$ cat config.mk
export PLATFORM = sky130hd
export DESIGN_NAME = mc_control_fsm
export DESIGN_NICKNAME = d
export VERILOG_FILES = /design/src/rtl/mc_control_fsm.sv
export SDC_FILE = /design/constraint.sdc
export NUM_CORES = 1
export LEC_CHECK = 0
export BUFFER_PORTS_ARGS = -buffer_cell sky130_fd_sc_hd__buf_2
export CORE_MARGIN = 1.5
export CORE_UTILIZATION = 35
export CTS_CLUSTER_SIZE = 20
export DETAILED_ROUTE_END_ITERATION = 10
export PLACE_DENSITY = 0.77
export SYNTH_ARGS = -nofsm -noshare
export SYNTH_HDL_FRONTEND = slang
export SYNTH_SLANG_ARGS = --single-unit
$ cat constraint.sdc
create_clock -name clk -period 2.6 [get_ports clk]
set_clock_uncertainty 0.2 [all_clocks]
set_input_delay 0.13 -clock clk [delete_from_list [all_inputs] [get_ports clk]]
set_output_delay 0.13 -clock clk [all_outputs]
set_load 0.02 [all_outputs]
$ cat src/rtl/mc_control_fsm.sv
// Multi-cycle MIPS main control FSM: sequences fetch/decode/execute/memory/writeback
// and drives ALU op plus datapath strobes. Define MC_CTRL_ADDI_EN to add addi support.
module mc_control_fsm #(
    parameter int STATE_W = 4
) (
    input  logic               clk,
    input  logic               rst_n,
    input  logic [5:0]         opcode,
    input  logic [5:0]         funct,
    input  logic               zero,
    input  logic               mem_ready,
    output logic [3:0]         operation,
    output logic               alu_src_a,
    output logic [1:0]         alu_src_b,
    output logic               i_or_d,
    output logic               mem_read,
    output logic               mem_write,
    output logic               ir_write,
    output logic               reg_dst,
    output logic               mem_to_reg,
    output logic               reg_write,
    output logic [1:0]         pc_source,
    output logic               pc_write,
    output logic               illegal_instr,
    output logic [STATE_W-1:0] state
);

    typedef enum logic [STATE_W-1:0] {
        S_FETCH    = STATE_W'(0),
        S_DECODE   = STATE_W'(1),
        S_MEM_ADDR = STATE_W'(2),
        S_MEM_RD   = STATE_W'(3),
        S_MEM_WB   = STATE_W'(4),
        S_MEM_WR   = STATE_W'(5),
        S_R_EXEC   = STATE_W'(6),
        S_R_WB     = STATE_W'(7),
        S_BRANCH   = STATE_W'(8),
        S_JUMP     = STATE_W'(9),
        S_TRAP     = STATE_W'(10),
        S_I_EXEC   = STATE_W'(11),
        S_I_WB     = STATE_W'(12)
    } state_t;

    localparam logic [5:0] OP_RTYPE = 6'b000000;
    localparam logic [5:0] OP_LW    = 6'b100011;
    localparam logic [5:0] OP_SW    = 6'b101011;
    localparam logic [5:0] OP_BEQ   = 6'b000100;
    localparam logic [5:0] OP_J     = 6'b000010;
`ifdef MC_CTRL_ADDI_EN
    localparam logic [5:0] OP_ADDI  = 6'b001000;
`endif

    localparam logic [3:0] ALU_AND = 4'b0000;
    localparam logic [3:0] ALU_OR  = 4'b0001;
    localparam logic [3:0] ALU_ADD = 4'b0010;
    localparam logic [3:0] ALU_SUB = 4'b0110;
    localparam logic [3:0] ALU_SLT = 4'b0111;

    state_t state_q, state_d;
    logic   illegal_q;
    logic   set_illegal;

    always_ff @(posedge clk or negedge rst_n) begin
        if (!rst_n) begin
            state_q   <= S_FETCH;
            illegal_q <= 1'b0;
        end else begin
            state_q   <= state_d;
            illegal_q <= illegal_q | set_illegal;
        end
    end

    // Strobes are Moore except FETCH's mem_ready-gated loads and BRANCH's zero-gated pc_write.
    always_comb begin
        state_d     = state_q;
        set_illegal = 1'b0;
        operation   = 4'b0000;
        alu_src_a   = 1'b0;
        alu_src_b   = 2'd0;
        i_or_d      = 1'b0;
        mem_read    = 1'b0;
        mem_write   = 1'b0;
        ir_write    = 1'b0;
        reg_dst     = 1'b0;
        mem_to_reg  = 1'b0;
        reg_write   = 1'b0;
        pc_source   = 2'd0;
        pc_write    = 1'b0;
        case (state_q)
            S_FETCH: begin
                mem_read  = 1'b1;
                alu_src_b = 2'd1;
                operation = ALU_ADD;
                ir_write  = mem_ready;
                pc_write  = mem_ready;
                if (mem_ready) state_d = S_DECODE;
            end
            S_DECODE: begin
                alu_src_b = 2'd3;
                operation = ALU_ADD;
                case (opcode)
                    OP_RTYPE:     state_d = S_R_EXEC;
                    OP_LW, OP_SW: state_d = S_MEM_ADDR;
                    OP_BEQ:       state_d = S_BRANCH;
                    OP_J:         state_d = S_JUMP;
`ifdef MC_CTRL_ADDI_EN
                    OP_ADDI:      state_d = S_I_EXEC;
`endif
                    default:      state_d = S_TRAP;
                endcase
            end
            S_MEM_ADDR: begin
                alu_src_a = 1'b1;
                alu_src_b = 2'd2;
                operation = ALU_ADD;
                state_d   = (opcode == OP_LW) ? S_MEM_RD : S_MEM_WR;
            end
            S_MEM_RD: begin
                i_or_d   = 1'b1;
                mem_read = 1'b1;
                if (mem_ready) state_d = S_MEM_WB;
            end
            S_MEM_WB: begin
                mem_to_reg = 1'b1;
                reg_write  = 1'b1;
                state_d    = S_FETCH;
            end
            S_MEM_WR: begin
                i_or_d    = 1'b1;
                mem_write = 1'b1;
                if (mem_ready) state_d = S_FETCH;
            end
            S_R_EXEC: begin
                alu_src_a = 1'b1;
                state_d   = S_R_WB;
                case (funct)
                    6'b100000: operation = ALU_ADD;
                    6'b100010: operation = ALU_SUB;
                    6'b100100: operation = ALU_AND;
                    6'b100101: operation = ALU_OR;
                    6'b101010: operation = ALU_SLT;
                    default: begin
                        operation   = ALU_ADD;
                        set_illegal = 1'b1;
                    end
                endcase
            end
            S_R_WB: begin
                reg_dst   = 1'b1;
                reg_write = 1'b1;
                state_d   = S_FETCH;
            end
            S_BRANCH: begin
                alu_src_a = 1'b1;
                operation = ALU_SUB;
                pc_source = 2'd1;
                pc_write  = zero;
                state_d   = S_FETCH;
            end
            S_JUMP: begin
                pc_source = 2'd2;
                pc_write  = 1'b1;
                state_d   = S_FETCH;
            end
            S_TRAP: begin
                set_illegal = 1'b1;
            end
`ifdef MC_CTRL_ADDI_EN
            S_I_EXEC: begin
                alu_src_a = 1'b1;
                alu_src_b = 2'd2;
                operation = ALU_ADD;
                state_d   = S_I_WB;
            end
            S_I_WB: begin
                reg_write = 1'b1;
                state_d   = S_FETCH;
            end
`endif
            default: state_d = S_FETCH;
        endcase
    end

    // Flag shows in the offending cycle itself, then sticks until reset.
    assign illegal_instr = illegal_q | set_illegal;
    assign state         = state_q;

endmodule
=== After elaboration in Yosys (flattened, before gate mapping) ===
Cells that the tools add are included.

* Logic and storage cells: 57
* Flip-flop bits (word level): 5

* Reductions and logical operators: 10
* Multiplexer cells: 21
* Bitwise logic cells: 2
* Eq/ne operators: 22

{| class="wikitable"
|+ Operators by type and width
! cell !! count
|-
| 6-bit equality test (second input constant) || 7
|-
| 4-bit one-hot mux with 7 select lines || 1
|-
| 4-bit by 3-bit equality test with 1-bit output (second input constant) || 4
|-
| 4-bit one-hot mux with 4 select lines || 1
|-
| 4-bit equality test (second input constant) || 3
|-
| 4-bit two-way mux || 3
|-
| 3-bit one-hot mux with 4 select lines || 1
|-
| 1-bit two-way mux || 9
|-
| 3-bit one-hot mux with 3 select lines || 1
|-
| 4-bit by 2-bit equality test with 1-bit output (second input constant) || 2
|-
| 2-bit OR reduction || 4
|-
| 6-bit by 2-bit equality test with 1-bit output (second input constant) || 1
|-
| 6-bit by 3-bit equality test with 1-bit output (second input constant) || 1
|-
| 6-bit logical NOT || 1
|-
| 2-bit inequality test (second input constant) || 3
|-
| 2-bit one-hot mux with 3 select lines || 1
|-
| 3-bit OR reduction || 2
|-
| 5-bit OR reduction || 1
|-
| 4-bit by 1-bit equality test with 1-bit output (second input constant) || 1
|-
| 4-bit logical NOT || 1
|-
| 2-bit one-hot mux with 2 select lines || 1
|-
| 4-bit AND reduction || 1
|-
| 3-bit two-way mux || 1
|-
| 1-bit one-hot mux with 3 select lines || 1
|-
| other kinds (3) || 3
|}

=== Logic depth before layout (Yosys ltp) ===
Gate-level depths: netlist of the first run.

* Depth after elaboration: 5
* Depth in mapped cells: 5

=== Least setup slack after synthesis of the first run ===
OpenSTA, ideal clock, no wires.

* Path type: register to output
* Start: reg state_q[0] (netlist: state[0])
* End: out operation[2]
* Buffers on the path: 2
* Stages on the path, launching flop included: 5
* Data required time: 2270 ps
* Data arrival time: 1633 ps
* Slack: 637 ps
* Cells stage by stage: dfrtp_1 buf_4 buf_2 nor3_1 o21bai_1

* Word-level cells in the longest chain between the ends: 3
* Elaborated cells between the ends (all ways): 7
* Classes of those cells: eq/ne: 4; mux: 1; reduce/logical: 2

{| class="wikitable"
|+ RTL lines
! item !! line !! RTL
|-
| start, declared || 59 || <nowiki>state_t state_q, state_d;</nowiki>
|-
| start signal, assigned || 68 || <nowiki>state_q <= state_d;</nowiki>
|-
| 4-bit by 1-bit equality test with 1-bit output, or another cell as far along || 89 || <nowiki>case (state_q)</nowiki>
|-
| 3-bit OR reduction (no line) || -- ||
|-
| 3-bit one-hot mux with 3 select lines (*) || 89 ||
|-
| end, declared || 12 || <nowiki>output logic [3:0] operation,</nowiki>
|}

Every way passes the cells marked *; elsewhere a longest branch is shown, timed or not.

=== Final worst setup path of the first run ===
* Start: reg state_q[1] (netlist: state[1])
* End: out operation[2]

The elaborated chain is that of the path after synthesis.

==> results of run 1 <==
[state kept, by name (all words and copies together) (netlist names)]
| register | flops |
|---|---|
| illegal_q | 1 |
| state | 4 |
[layout make-up]
| cell class | count | area share |
|---|---|---|
| Multi-Input combinational cell | 73 | 0.551 |
| Tap cell | 25 | 0.0369 |
| Timing Repair Buffer | 37 | 0.225 |
| Sequential cell | 5 | 0.148 |
| Clock buffer | 4 | 0.0310 |
| Inverter | 2 | 0.00886 |
[worst register-to-register path, delay by kind of cell (launching register included)]
family | cells | cell delay (ps)
AO/OA/AOI/OAI | 2 | 370
AND/OR/NAND/NOR | 1 | 410
flip-flops | 1 | 660
[metrics by stage]
stage | setup slack [ps] | instances | hold slack (ps) | utilization | area, um2
floorplan | 637 | 88 | -366 | - | 644
global placement | 822 | 141 | -253 | 0.470 | 811
detailed placement | 731 | 141 | -254 | 0.470 | 811
CTS | 469 | 146 | 38.6 | 0.491 | 847
global route | 314 | 146 | 57.9 | 0.491 | 847
finish | 484 | 146 | 35.5 | 0.491 | 847
[final timing paths]
kind,start,end,slack (ps),cells past startpoint
setup / recovery,state[1]$_DFFE_PN0P_,operation[2],480,4
hold / removal,rst_n,state[0]$_DFFE_PN0P_,40,2
setup reg to reg,state[0]$_DFFE_PN0P_,state[2]$_DFFE_PN0P_,890,3
hold reg to reg,illegal_q$_DFF_PN0_,illegal_q$_DFF_PN0_,340,2
max in group asynchronous,rst_n,illegal_q$_DFF_PN0_,2040,2
min in group clk,opcode[4],state[0]$_DFFE_PN0P_,70,4
[per-layer routing]
metal / global-route usage / vias up / routed length (um)
met5: 0 / - / 0
met4: 0.0629 / 0 / 0
met3: 0.0357 / 0 / 85
met2: 0.300 / 30 / 876
met1: 0.226 / 353 / 860
li1: - / 388 / -
[repair_timing]
action                    in CTS  in global routing
hold buffers                   1                  0
resized for setup              0                  0
hold endpoints to repair       5                  0
[power groups by stage]
stage          Sequential (W)  Clock [W]  Combinational [W]
3_3_place_gp         0.000206          0           0.000574
4_1_cts              0.000209  0.0000904           0.000581
5_1_grt              0.000226  0.0000978           0.000630
6_report             0.000211  0.0000865           0.000578
3_5_place_dp         0.000211          0           0.000577
2_1_floorplan        0.000154          0           0.000478
[layout by cell type, fill, tap and decap left out, types with 2 or more instances in the layout]
cell | netlist | final
buf_2 | 6 | 36
nor2_1 | 10 | 10
nor3_1 | 7 | 7
nand2b_1 | 6 | 6
nor2b_1 | 5 | 5
nand2_1 | 5 | 5
dfrtp_1 | 5 | 5
a21oi_1 | 4 | 4
o21ai_0 | 4 | 4
nand4_1 | 3 | 3
nor3b_1 | 3 | 3
clkbuf_4 | 0 | 3
a311o_1 | 2 | 2
xnor2_1 | 2 | 2
a31oi_1 | 2 | 2
inv_1 | 2 | 2
[kinds of logic (layout without fill, tap and decap cells)]
| group | Yosys count | after routing | synth area share |
|---|---|---|---|
| compound gates | 22 | 22 | 0.254 |
| xor+xnor | 2 | 2 | 0.0272 |
| buf+inv | 10 | 43 | 0.0816 |
| flops | 5 | 5 | 0.194 |
| mux | 2 | 2 | 0.0330 |
| other cells | 1 | 1 | 0.00582 |
| simple gates | 46 | 46 | 0.404 |
==> qor.txt, run 1 <==
Status - finished, final reports clean
Crit-path max FO - 17
# fillers - 192
CTS tree - done
Dpl hpwl - 1.37 mm
# nets final - 138
Clock Path Buffers - 2
Die ar. - 2110 um2
Area Growth Syn to Fin - 31.5%
Core ar. - 1730 um2
Max_cap viols - 0
CP Class - reg -> out
Yosys top cell by area - dfrtp_1
P_sw - 0.000474 W
Top-count cell post-synth - nor2_1
Die height - 45.9 um
Async SR Flop Fraction - 1.00
H-tree lvl count - 1
Vias in the first global route - 678
EDFF count, synth - 0
CTS Sinks - 5
Clk root buf - clkbuf_4
Reg power frac - 0.241
Slew Limit Fails - 0
Type of origin of the critical path - flop
Yosys top cell area share - 0.194
Sw Ratio - 0.542
Num CTS Buffers - 3
Crit-path max cell delay - 650 ps
Ys Warns - 0
Crit path capture type - output port
Pint - 0.000401 W
Total gr overflow - 0
Inserted Diodes - 0
P_leak - 0.393 nW
Worst-Skew Late Latency - 240 ps
Number of synthesized register bits - 5
Initial antenna violation count - 0
Multi-input logic area - 467 um2
Routed wire length - 1.82 mm
# port buffers - 36
Crit path required time - 2270 ps
Synthesized area - 644 um2
Post-route antenna net violation count - 0
Initial DRT Pass Iterations - 4
Starting Density - 0.373
# Post-CTS Setup Buffers - 0
Synthesized net count - 104
Layout cells sized above 1 - 0.355
Syn Area/Cell - 7.32 um2
Slew HR - 0.649
Gate Count Post-Synth - 88
Post-synthesis sequential area ratio - 0.194
Final Hold Viols - 0
CP arrival - 1790 ps
Crit path time final - 2120 ps
Clock Power Share - 0.099
Slew @ Worst Pin - 527 ps
Worst path cell trace - nand2b_1 > or2_1 > o21bai_1 > buf_2
Cell family with most CP delay - flip-flops
Clk slew on worst S/H paths - 40 ps
Die Width - 45.9 um
Final Cycle Share - 0.814
RSZ-0062 raised after global routing - no
Power Density - 1030 nW/um2
Slowest cell on crit path - dfrtp_1
WL/cell - 12.5 um
Crit path buf inv count - 1
Max VDD drop - 0.466 mV
DR vias/cell - 5.28
Gate power share - 0.660
IO Count - 38
Synth unique cells - 36
Most used DFF post-synth - dfrtp_1
First-pass GRT wire length - 2.77 mm
Setup violation total in the final timing report - 0
Min-delay worst type - in -> async
Setup TNS Final - 0 ps
Total track usage - 0.180
Fmax - 0.473 GHz
Std-Cell Rows - 15
Largest cells by area after synthesis - dfrtp_1 (19%), nand2b_1 (5.8%), nor2_1 (5.8%)
Pin count of the biggest net entering global routing - 21
Vias - 771
Pwr Total - 0.000875 W
Global placer's final weighted congestion - 0.764
Reg area - 125 um2
Post-synth top cells - nor2_1 (10), nor3_1 (7), buf_2 (6), nand2b_1 (6)
Remaining DRCs - 0
First DRT Iteration DRCs - 18
(Power assumes the default switching activity.)
==> inputs of run 2 (changes only) <==
--- a/config.mk
+++ b/config.mk
@@ -5,12 +5,13 @@
 export SDC_FILE = /design/constraint.sdc
 export NUM_CORES = 1
 export LEC_CHECK = 0
+export ABC_AREA = 1
 export BUFFER_PORTS_ARGS = -buffer_cell sky130_fd_sc_hd__buf_2
 export CORE_MARGIN = 1.5
 export CORE_UTILIZATION = 35
 export CTS_CLUSTER_SIZE = 20
 export DETAILED_ROUTE_END_ITERATION = 10
-export PLACE_DENSITY = 0.77
+export PLACE_DENSITY = 0.8
 export SYNTH_ARGS = -nofsm -noshare
 export SYNTH_HDL_FRONTEND = slang
 export SYNTH_SLANG_ARGS = --single-unit
==> constraint.sdc (replaced) <==
create_clock -name clk -period 1.84 [get_ports clk]
set_clock_uncertainty 0.2 [all_clocks]
set_input_delay 0.092 -clock clk [delete_from_list [all_inputs] [get_ports clk]]
set_output_delay 0.092 -clock clk [all_outputs]
set_load 0.02 [all_outputs]
==> run 2 against run 1 <==
Final cell count up 19%. Worst hold slack worse by 22 ps. First-iteration DRC count rose by 44%. Utilization rose by 5.0 points. Combinational power grew 71%. Count of clock-buffer cells in the layout fell by 1. Critical path depth increased by 2. Register-to-register slack worse by 520 ps. Cell area grew 7.8%. Clock power is 57% higher. Routed wire length rose by 5.5%. Area after synthesis down 3.3%. Critical path type unchanged. Critical endpoint is now pc_write.
==> qor.txt, run 2 <==
First DRT Iteration DRCs - 26
H-tree lvl count - 1
Min-delay worst type - in -> reg
Max reg flops - 4
Total gr overflow - 0
Post-synth top cells - nand2_1 (27), inv_1 (20), nor2_1 (20), nand3_1 (13), dfrtp_1 (5)
Core ar. - 1690 um2
Worst-Skew Late Latency - 250 ps
Power Density - 1480 nW/um2
Dpl hpwl - 1.43 mm
Num CTS Buffers - 3
Layout cells sized above 1 - 0.395
Post-synthesis sequential area ratio - 0.201
Most frequent cells in the layout - buf_2 (35), nand2_1 (26), nor2_1 (19), inv_1 (19), nand3_1 (13)
Inserted Diodes - 0
Final setup margin - 55.2 ps
Slew Limit Fails - 0
Busiest grt layer - met2
Initial antenna violation count - 0
P_leak - 0.550 nW
Post-route antenna net violation count - 0
WL/cell - 11.0 um
Starting Density - 0.369
Die height - 45.2 um
Crit-path max FO - 4
Clock Path Buffers - 2
DR vias/cell - 4.94
Pre-CTS setup slack - 289 ps
Global placer's final weighted congestion - 0.910
Area Growth Syn to Fin - 46.6%
Synth unique cells - 17
Largest cells by area after synthesis - dfrtp_1 (20%), nand2_1 (16%), inv_1 (12%)
Final Util - 0.541
Setup TNS Final - 0 ps
Ys Warns - 0
Routed wire length - 1.92 mm
Crit path time final - 1780 ps
Top-count cell post-synth - nand2_1
Die ar. - 2040 um2
Synthesized area - 623 um2
Type of origin of the critical path - flop
Vias in the first global route - 720
Number of synthesized register bits - 5
Async SR Flop Fraction - 1.00
IO Count - 38
Syn Area/Cell - 5.47 um2
Clk slew on worst S/H paths - 50 ps
Setup violation total in the final timing report - 0
Clk root buf - clkbuf_4
Crit path required time - 1550 ps
EDFF count, synth - 0
# nets final - 174
CP Class - reg -> out
CTS Sinks - 5
Crit path capture type - output port
Gate Count Post-Synth - 114
# port buffers - 36
Worst hold slack - 13.7 ps
CTS tree - done
Most used DFF post-synth - dfrtp_1
Final Cycle Share - 0.970
Final Hold Viols - 0
First-pass GRT wire length - 2.93 mm
M3 GR Usage - 0.0560
Remaining DRCs - 0
CP arrival - 1490 ps
Yosys top cell by area - dfrtp_1
Initial DRT Pass Iterations - 4
Finished Layout Cells - 174
RSZ-0062 raised after global routing - no
Max VDD drop - 0.532 mV
Placed cells - 166
Synthesized net count - 130
Status - finished, final reports clean
Pin count of the biggest net entering global routing - 9
Total track usage - 0.192
# fillers - 164
Vias - 860
Die Width - 45.2 um
M1 GR Usage - 0.235
Fmax - 0.560 GHz
GR met2 Demand/Resource - 0.334
Max_cap viols - 0
Most common cell after layout, fill and taps aside - buf_2
Std-Cell Rows - 15
Yosys top cell area share - 0.201
==> run 2: cell count changes after synthesis, moves of 6 or more <==
cell | before | now
nand2_1 | 5 | 27
inv_1 | 2 | 20
nand3_1 | 1 | 13
nor2_1 | 10 | 20
buf_2 | 6 | 0
nand2b_1 | 6 | 0
nor3_1 | 7 | 1
==> run 2: logic make-up after synthesis <==
group	synth area share
and+or+nand+nor	0.578
buffers and inverters	0.151
AOI/OAI and AO/OA	0.0642
DFF	0.201
other	0.00602
==> run 2: metal layers <==
layer / part of all wire / up-vias
li1: - / 439
met1: 0.43 / 384
met2: 0.50 / 34
met3: 0.062 / 3
met4: 0.0073 / 0
met5: 0 / -
==> run 2: critical path, cell delays in order, from the launching register on <==
cell     delay [ps]
dfrtp_2         450
inv_2           120
nand2_1         110
nor2_4          150
a21oi_1          90
o21ai_0         100
buf_2           220
==> run 2: cell type report <==
cell class / count / area (um2) / area share
Timing Repair Buffer: 40 / 230 / 0.252
Tap cell: 17 / 21.3 / 0.0233
Sequential cell: 5 / 129 / 0.141
Inverter: 23 / 86.3 / 0.0945
Clock inverter: 1 / 5.00 / 0.00548
Multi-Input combinational cell: 85 / 419 / 0.459
Clock buffer: 3 / 22.5 / 0.0247
==> run 2: what timing repair did <==
action	4_1_cts	5_1_grt
gates resized for setup	1	8
setup buffers	0	2
setup endpoints to repair	1	6
hold buffers	2	0
endpoints found under the hold margin	5	0
pin swaps	0	1
==> run 2: metrics by stage <==
| stage | total power (W) | area [um2] |
|---|---|---|
| 6_report | 0.00135 | 913 |
| 4_1_cts | 0.00127 | 867 |
| 3_3_place_gp | 0.00110 | 817 |
| 3_5_place_dp | 0.00111 | 817 |
| 5_1_grt | 0.00145 | 913 |
| 2_1_floorplan | 0.000848 | 623 |
==> run 2: where the power goes <==
group | internal (W) | switching, W
clock | 0.0000793 | 0.0000564
sequential | 0.000150 | 0.0000724
combinational | 0.000333 | 0.000657
==> run 2: final timing paths <==
path / start / endpoint / slack (ps) / cells after the start
max: state[2]$_DFFE_PN0P_ / pc_write / 60 / 6
min: mem_ready / state[2]$_DFFE_PN0P_ / 10 / 4
max reg2reg: state[3]$_DFFE_PN0P_ / state[2]$_DFFE_PN0P_ / 370 / 9
min reg2reg: illegal_q$_DFF_PN0_ / illegal_q$_DFF_PN0_ / 310 / 2
max in group asynchronous: rst_n / state[1]$_DFFE_PN0P_ / 590 / 3
min in group asynchronous: rst_n / state[3]$_DFFE_PN0P_ / 610 / 3
